## config.mk

```make
export PLATFORM = sky130hd
export DESIGN_NAME = dot_product_sequencer
export DESIGN_NICKNAME = d
export VERILOG_FILES = /design/src/rtl/dot_product_sequencer.sv
export SDC_FILE = /design/constraint.sdc
export NUM_CORES = 1
export LEC_CHECK = 0
export ABC_AREA = 1
export ABC_CLOCK_PERIOD_IN_PS = 2400
export CAP_MARGIN = 25
export CORE_MARGIN = 1
export CORE_UTILIZATION = 40
export CTS_CLUSTER_SIZE = 10
export DETAILED_ROUTE_END_ITERATION = 7
export PLACE_DENSITY = 0.77
export SETUP_SLACK_MARGIN = 0.15
export SYNTH_ARGS = -nofsm -noshare
export SYNTH_HDL_FRONTEND = slang
export SYNTH_SLANG_ARGS = --single-unit
export TNS_END_PERCENT = 30
```

## constraint.sdc

```tcl
create_clock -name Clk -period 2.4 [get_ports Clk]
set_clock_uncertainty 0.05 [all_clocks]
set_input_delay 0.36 -clock Clk [delete_from_list [all_inputs] [get_ports Clk]]
set_output_delay 0.36 -clock Clk [all_outputs]
set_load 0.01 [all_outputs]
```

## src/rtl/dot_product_sequencer.sv

```systemverilog
// Drives one FP32 multiply-accumulator through a dot product of two strided vectors
// held in synchronous-read memories, then captures the sum and pulses Done.
module dot_product_sequencer #(
  parameter int ADDR_WIDTH = 10,
  parameter int DATA_WIDTH = 32
) (
  input  logic                  Clk,
  input  logic                  Rst,
  input  logic                  Start,
  input  logic                  Abort,
  input  logic [ADDR_WIDTH-1:0] Length,
  input  logic [ADDR_WIDTH-1:0] BaseA,
  input  logic [ADDR_WIDTH-1:0] BaseB,
  input  logic [ADDR_WIDTH-1:0] StrideA,
  input  logic [ADDR_WIDTH-1:0] StrideB,
  output logic                  RdEn,
  output logic [ADDR_WIDTH-1:0] AddrA,
  output logic [ADDR_WIDTH-1:0] AddrB,
  input  logic [DATA_WIDTH-1:0] DataA,
  input  logic [DATA_WIDTH-1:0] DataB,
  output logic                  MacEnable,
  output logic [DATA_WIDTH-1:0] MacIn1,
  output logic [DATA_WIDTH-1:0] MacIn2,
  input  logic [DATA_WIDTH-1:0] MacOut,
  output logic                  Busy,
  output logic                  Done,
  output logic [DATA_WIDTH-1:0] Result
);

  typedef enum logic [2:0] {
    IDLE,
    FETCH,
    ACCUM,
    CAPTURE,
    DONE
  } state_t;

  state_t                r_state;
  logic [ADDR_WIDTH-1:0] r_len;
  logic [ADDR_WIDTH-1:0] r_strideA;
  logic [ADDR_WIDTH-1:0] r_strideB;
  logic [ADDR_WIDTH-1:0] r_addrA;
  logic [ADDR_WIDTH-1:0] r_addrB;
  logic [ADDR_WIDTH-1:0] r_issueCnt;
  logic [ADDR_WIDTH-1:0] r_accCnt;
  logic                  r_zeroLen;
  logic                  r_rdEn;
  logic                  r_macEnable;
  logic                  r_busy;
  logic                  r_done;
  logic [DATA_WIDTH-1:0] r_result;
  logic                  w_inAccum;

  // Read data lands in the cycle after the strobe, so the MAC operands are a
  // combinational pass-through of the memory outputs while accumulating.
  assign w_inAccum = (r_state == ACCUM);
  assign MacIn1    = w_inAccum ? DataA : '0;
  assign MacIn2    = w_inAccum ? DataB : '0;

  assign RdEn      = r_rdEn;
  assign AddrA     = r_addrA;
  assign AddrB     = r_addrB;
  assign MacEnable = r_macEnable;
  assign Busy      = r_busy;
  assign Done      = r_done;
  assign Result    = r_result;

  always_ff @(posedge Clk) begin
    if (Rst) begin
      r_state     <= IDLE;
      r_len       <= '0;
      r_strideA   <= '0;
      r_strideB   <= '0;
      r_addrA     <= '0;
      r_addrB     <= '0;
      r_issueCnt  <= '0;
      r_accCnt    <= '0;
      r_zeroLen   <= 1'b0;
      r_rdEn      <= 1'b0;
      r_macEnable <= 1'b0;
      r_busy      <= 1'b0;
      r_done      <= 1'b0;
      r_result    <= '0;
    end else if (r_state == IDLE) begin
      r_rdEn      <= 1'b0;
      r_macEnable <= 1'b0;
      r_busy      <= 1'b0;
      r_done      <= 1'b0;
      if (Start) begin
        r_len     <= Length;
        r_strideA <= StrideA;
        r_strideB <= StrideB;
        r_busy    <= 1'b1;
        if (Length == '0) begin
          r_state   <= DONE;
          r_done    <= 1'b1;
          r_zeroLen <= 1'b1;
        end else begin
          r_state    <= FETCH;
          r_rdEn     <= 1'b1;
          r_addrA    <= BaseA;
          r_addrB    <= BaseB;
          r_issueCnt <= ADDR_WIDTH'(1);
          r_accCnt   <= '0;
          r_zeroLen  <= 1'b0;
        end
      end
    end else if (Abort) begin
      // Dropping MacEnable here also clears the MAC on the following edge.
      r_state     <= IDLE;
      r_rdEn      <= 1'b0;
      r_macEnable <= 1'b0;
      r_busy      <= 1'b0;
      r_done      <= 1'b0;
    end else begin
      case (r_state)
        FETCH, ACCUM: begin
          // r_issueCnt counts reads already issued, including the current one.
          if (r_issueCnt < r_len) begin
            r_rdEn     <= 1'b1;
            r_addrA    <= r_addrA + r_strideA;
            r_addrB    <= r_addrB + r_strideB;
            r_issueCnt <= r_issueCnt + ADDR_WIDTH'(1);
          end else begin
            r_rdEn <= 1'b0;
          end
          r_macEnable <= 1'b1;
          if (r_state == FETCH) begin
            r_state <= ACCUM;
          end else begin
            r_accCnt <= r_accCnt + ADDR_WIDTH'(1);
            if (r_accCnt == r_len - ADDR_WIDTH'(1)) begin
              r_state <= CAPTURE;
            end
          end
        end
        CAPTURE: begin
          r_result    <= MacOut;
          r_macEnable <= 1'b0;
          r_done      <= 1'b1;
          r_state     <= DONE;
        end
        DONE: begin
          if (r_zeroLen) begin
            r_result <= '0;
          end
          r_done  <= 1'b0;
          r_busy  <= 1'b0;
          r_state <= IDLE;
        end
        default: begin
          r_state <= IDLE;
        end
      endcase
    end
  end

endmodule

```

==> impl_metrics.yaml, run 1 <==
setup_path:
  crit_arrival_ns: 1.88
  crit_path_max_incr_delay_ns: 0.62
  worst-path-max-fanout: 12
  r2r_end: "AddrB[7]"
  r2r_setup_slack_ns: 0.26
  cp_num_buf_inv: 1
  start_kind: "flop"
  path_delay_family: "buffers and inverters"
  end_kind: "primary output"
  required_ns: 1.99
  reg2reg_from: "r_len[4]"
  crit_type: "flop to primary output"
  path_cells: "nor2_2, nand2_4, nor2_1, clkdlybuf4s50_1"
  worst_path_max_delay_cell: "clkdlybuf4s50_1"
  rr_worst_depth: 14
drt:
  first_pass_iters: 5
  vias: 7310
  drtAntennaViolNets: 0
  drc_errors: 0
  drt_iter0_drc: 365
  wl_um: 23300
  drt-vias-per-instance: 4.86
  wl_per_cell_um: 15.5
synth:
  syn_inst: 1021
  syn_nets: 1203
  ys_top_cells_by_area: "dfxtp_1 (33%), nand2_1 (15%), nor2_1 (10%)"
  avgSynthCellArea_um2: 6.50
  yosysWarnings: 0
  synth.largest_area_cell: "dfxtp_1"
  ys_ff_latch: 110
  synthFlopType: "dfxtp_1"
  synth_area_mm2: 0.00663
  synth_edf_count: 0
  synth_cell_types: 40
  ys_seq_area_frac: 0.332
  postSynth.asyncResetShare: 0
  synth.top_cell.area_share: 0.332
clock_tree:
  cts_buffer_depth: 2
  cts_sinks: 110
  htree_levels: 3
  cts_resized: 20
  cts_inserted_buffers: 9
  cts_tree: "built"
  post-cts-setup-buffers: 0
  hold_buffers: 0
  clock-root-buffer: "clkbuf_16"
  path_clk_slew_ns: 0.07
  insertion_delay_ns: 0.35
timing:
  setup_viol: 0
  grt_setup_unrepaired: "true"
  hold_slack_ns: 0.421
  maxSlewHeadroom: 0.658
  fin_crit_ns: 2.29
  tns_ns: 0
  hold_viol: 0
  post-route-period-util: 0.955
  slew_violations: 0
  fmax_ghz: 0.436
  worst-slew-pin-transition_ns: 0.514
flow_run:
  maxCapViolCount: 0
pwr:
  total_power_mw: 5.49
  leakage_nw: 4.72
  power.density_mw_per_mm2: 555
  ir_worst_vdd_mv: 0.501
floorplan:
  ios: 270
  chipHeight_um: 131
  start_util: 0.413
  fp-row-count: 46
  core-area_mm2: 0.0161
  die_x_um: 131
  die_area_mm2: 0.0171
final_layout:
  area_growth_pct: 49.3
  fin_nets: 1463
  drive_gt1_frac: 0.0583
worst_hold_path:
  min_path_type: "flop to flop"
  hold_start: "r_strideA[2]"
  whs_path_depth: 2
  hold_path_end: "r_strideA[2]"
global_routing:
  grt-ovfl-total: 0
  antenna_found_initial: 1
  grt_pass1_vias: 6849
  grt_first_pass_wirelength_um: 35200
  grt_max_degree: 65
  grt.total_usage: 0.273
run_status:
  status: "finished, final reports clean"
placed_design:
  port_buffers: 269
  hpwl_um: 18600
  gp_congestion: 0.901
## cells by family (layout without fill, tap and decap cells)
group | Yosys count | count (layout) | share of synthesized area
compound gates | 160 | 160 | 0.154
xor+xnor | 23 | 23 | 0.0324
fa+ha+maj | 32 | 32 | 0.0626
buf+inv | 180 | 445 | 0.107
flops | 110 | 110 | 0.332
other cells | 0 | 1 | 0
simple gates | 516 | 516 | 0.313
## cell usage in the layout (no fill, tap or decap), drive strengths merged, types with 4 or more instances in the layout
| cell type | netlist | routed |
|---|---|---|
| clkdlybuf4s50 | 0 | 236 |
| dlymetal6s2s | 0 | 16 |
| nor2 | 188 | 188 |
| xor2 | 12 | 12 |
| o21bai | 4 | 4 |
| dlygate4sd2 | 0 | 16 |
| buf | 17 | 24 |
| nand2 | 271 | 271 |
| nand3 | 33 | 33 |
| nand3b | 4 | 4 |
| a211oi | 34 | 34 |
| nor4 | 4 | 4 |
| clkinv | 4 | 6 |
| clkbuf | 26 | 11 |
| nor3 | 8 | 8 |
| dfxtp | 110 | 110 |
| inv | 133 | 133 |
| ha | 30 | 30 |
| o21ai | 42 | 42 |
| a21oi | 71 | 71 |
| xnor2 | 10 | 10 |
## synthesized netlist by cell type, types with 2 or more instances
cell type    n
a21o_1       2
nor3_1       8
nand2_1    266
xnor2_1     10
o21a_1       2
or2_2        3
clkinv_1     3
nand2_2      4
inv_1      130
o211ai_1     2
nor4_1       4
dfxtp_1    110
nand4_1      3
nand3b_1     4
a21boi_0     2
buf_1        3
buf_2       11
o21ai_0     42
a211oi_2    18
nor2_1     185
nand3_1     33
buf_4        2
inv_2        3
o21bai_1     4
fa_1         2
xor2_1      12
a21oi_1     71
ha_1        30
nor2_4       3
clkbuf_1    25
a211oi_1    15
## power breakdown
group | switching (mW) | leakage, nW | total [mW] | internal (mW)
logic | 1.08 | 3.70 | 1.96 | 0.879
registers | 0.144 | 0.897 | 2.13 | 1.99
clock network | 0.694 | 0.122 | 1.40 | 0.706
total | 1.92 | 4.72 | 5.49 | 3.57
## through the flow
step / instance area (um2) / utilization / setup slack (ns) / cells
floorplan: 6630 / - / 0.328 / 1021
global placement: 9600 / 0.598 / 0.253 / 1486
detailed placement: 9600 / 0.598 / 0.196 / 1486
CTS: 9860 / 0.614 / 0.0555 / 1502
global route: 9910 / 0.617 / 0.0233 / 1503
finish: 9910 / 0.617 / 0.107 / 1503
## layer usage
| layer | global-route usage | share of wire | up-vias |
|---|---|---|---|
| met5 | 0 | 0 | - |
| met4 | 0.130 | 0.041 | 0 |
| met3 | 0.0529 | 0.052 | 38 |
| met2 | 0.483 | 0.51 | 215 |
| met1 | 0.316 | 0.40 | 3333 |
| li1 | - | - | 3724 |
## worst reg2reg max path: cells and delay by family, from the launching register on
kind,cells,cell delay [ns]
buffers and inverters,4,0.46
adder cells (fa/ha/maj),1,0.31
AO/OA/AOI/OAI,1,0.17
flip-flops,1,0.39
AND/OR/NAND/NOR,8,0.66
## how the worst max path moves through the flow
stage / startpoint / to / slack, ns / cells after the start
final: r_state[0] / MacIn2[27] / 0.11 / 4
after global routing: r_state[0] / MacIn2[21] / 0.02 / 4
after CTS: r_state[0] / MacIn2[18] / 0.06 / 5
after detailed placement: Abort / AddrA[5] / 0.20 / 11
after global placement: DataB[27] / MacIn2[27] / 0.25 / 4
after floorplan: AddrA[0] / AddrA[6] / 0.33 / 10
## cell type report
class,count,area [um2]
Clock buffer,11,233
Sequential cell,110,2200
Fill cell,1473,6150
Clock inverter,5,36.3
Tap cell,216,270
Multi-Input combinational cell,731,3740
Antenna cell,1,2.50
Timing Repair Buffer,292,2910
Inverter,137,515
## sequential cells by signal (all words and copies together), names as in the netlist, 3 cells and up
| signal | count |
|---|---|
| Result | 32 |
| AddrB | 10 |
| r_issueCnt | 10 |
| r_state | 3 |
| r_strideB | 10 |
| r_accCnt | 10 |
| r_len | 10 |
| r_strideA | 10 |
| AddrA | 10 |
No activity file was read; power rests on OpenSTA's default activity.
==> run 2, diff against run 1 <==
--- a/config.mk
+++ b/config.mk
@@ -8,11 +8,14 @@
 export ABC_AREA = 1
 export ABC_CLOCK_PERIOD_IN_PS = 2400
 export CAP_MARGIN = 25
+export CELL_PAD_IN_SITES_DETAIL_PLACEMENT = 0
+export CELL_PAD_IN_SITES_GLOBAL_PLACEMENT = 1
 export CORE_MARGIN = 1
-export CORE_UTILIZATION = 40
+export CORE_UTILIZATION = 29
+export CTS_CLUSTER_DIAMETER = 120
 export CTS_CLUSTER_SIZE = 10
 export DETAILED_ROUTE_END_ITERATION = 7
-export PLACE_DENSITY = 0.77
+export PLACE_DENSITY = 0.82
 export SETUP_SLACK_MARGIN = 0.15
 export SYNTH_ARGS = -nofsm -noshare
 export SYNTH_HDL_FRONTEND = slang
==> impl_metrics.yaml, run 2 (synthesis gave the netlist of run 1 again) <==
setup_path:
  end_kind: "primary output"
  crit_type: "flop to primary output"
  required_ns: 1.99
  crit_arrival_ns: 1.76
  start_kind: "flop"
  worst-path-max-fanout: 32
clock_tree:
  hold_buffers: 0
  cts_buffer_depth: 2
  path_clk_slew_ns: 0.07
  cts_sinks: 110
  htree_levels: 3
  cts_inserted_buffers: 9
  cts_tree: "built"
  insertion_delay_ns: 0.36
  clock-root-buffer: "clkbuf_16"
pwr:
  p_sw_frac: 0.346
  leakage_nw: 5.28
  total_power_mw: 5.64
  power_switching_mw: 1.95
  ir_worst_vdd_mv: 0.345
  p_int_mw: 3.69
  power.density_mw_per_mm2: 556
  pwr-share-comb: 0.349
  seqPwrFrac: 0.380
  p_clk_frac: 0.271
timing:
  fmax_ghz: 0.460
  hold_viol: 0
  post-route-period-util: 0.906
  worst-slew-pin-transition_ns: 0.429
  fin_crit_ns: 2.17
  maxSlewHeadroom: 0.714
  tns_ns: 0
  slew_violations: 0
  setup_viol: 0
  grt_setup_unrepaired: "false"
final_layout:
  area_growth_pct: 52.7
  fin_nets: 1461
  largest_register_ffs: 32
  n_fill_cell: 2263
  mostFrequentLayoutCell: "nand2_1"
  layout_common_cells: "nand2_1 (265), clkdlybuf4s50_1 (204), nor2_1 (181), inv_1 (130), dfxtp_1 (103)"
  antenna_cells: 0
  drive_gt1_frac: 0.0655
drt:
  wl_per_cell_um: 15.1
  drtAntennaViolNets: 0
  drt_iter0_drc: 335
  wl_um: 23600
  drt-vias-per-instance: 4.56
  vias: 7133
  drc_errors: 0
  first_pass_iters: 4
worst_hold_path:
  min_path_type: "input port to flop"
placed_design:
  gp_congestion: 0.854
  port_buffers: 269
  hpwl_um: 18100
global_routing:
  grt_pass1_vias: 7002
  antenna_found_initial: 0
  grt-ovfl-total: 0
  grt_max_degree: 70
  grt_first_pass_wirelength_um: 37400
  grt.total_usage: 0.203
flow_run:
  maxCapViolCount: 0
floorplan:
  fp-row-count: 54
  core-area_mm2: 0.0221
  die_area_mm2: 0.0235
  chipHeight_um: 153
  start_util: 0.300
  die_x_um: 153
  ios: 270
run_status:
  status: "finished, final reports clean"
## run 2: final timing paths
path / from / slack, ns / cells past startpoint / end
max: r_state[2] / 0.23 / 5 / MacIn2[26]
min: Rst / 0.29 / 2 / r_accCnt[5]
max reg2reg: AddrB[0] / 0.28 / 10 / AddrB[6]
min reg2reg: RdEn / 0.42 / 2 / RdEn
## run 2: power by group through the flow
stage | Sequential (mW) | Clock, mW | Combinational (mW)
2_1_floorplan | 2.18 | 0 | 1.08
3_3_place_gp | 2.17 | 0 | 1.96
3_5_place_dp | 2.17 | 0 | 1.97
4_1_cts | 2.14 | 1.58 | 1.99
5_1_grt | 2.16 | 1.64 | 2.20
6_report | 2.14 | 1.53 | 1.97
## run 2: worst max-delay path, stage by stage, from the launching register on
cell and delay (ns):
dfxtp_1 0.34, nor2_2 0.13, nand2_2 0.12, bufbuf_16 0.33, nor2_1 0.10, clkdlybuf4s15_1 0.39
## run 2: timing repair
action                                  in CTS  in global routing
gates resized for setup                     23                 62
cloned                                       1                  0
endpoints found under the setup margin      64                 59
buffers inserted                             2                  1
## run 2: metal layers
metal | routed length, um | track usage
met1 | 9890 | 0.236
met2 | 11800 | 0.365
met3 | 1080 | 0.0335
met4 | 758 | 0.0880
met5 | 0 | 0
## run 2: cell type report
class                   count  area (um2)  area share
multi-input cells         731        3740       0.370
repair buffers            290        3020       0.298
flip-flops and latches    110        2210       0.218
inverters                 137         515      0.0509
well taps                 280         350      0.0346
clock buffers              10         229      0.0226
clock inverters             5        61.3     0.00605
## run 2: metrics by stage
step	setup WS [ns]	hold WS, ns	instances	utilization	instance area (um2)
after floorplan	0.328	0.388	1021	-	6630
after global placement	0.151	0.405	1544	0.438	9670
after detailed placement	0.0823	0.413	1544	0.438	9670
after CTS	0.00497	0.280	1562	0.453	10000
after global routing	0.140	0.302	1563	0.459	10100
final	0.225	0.294	1563	0.459	10100
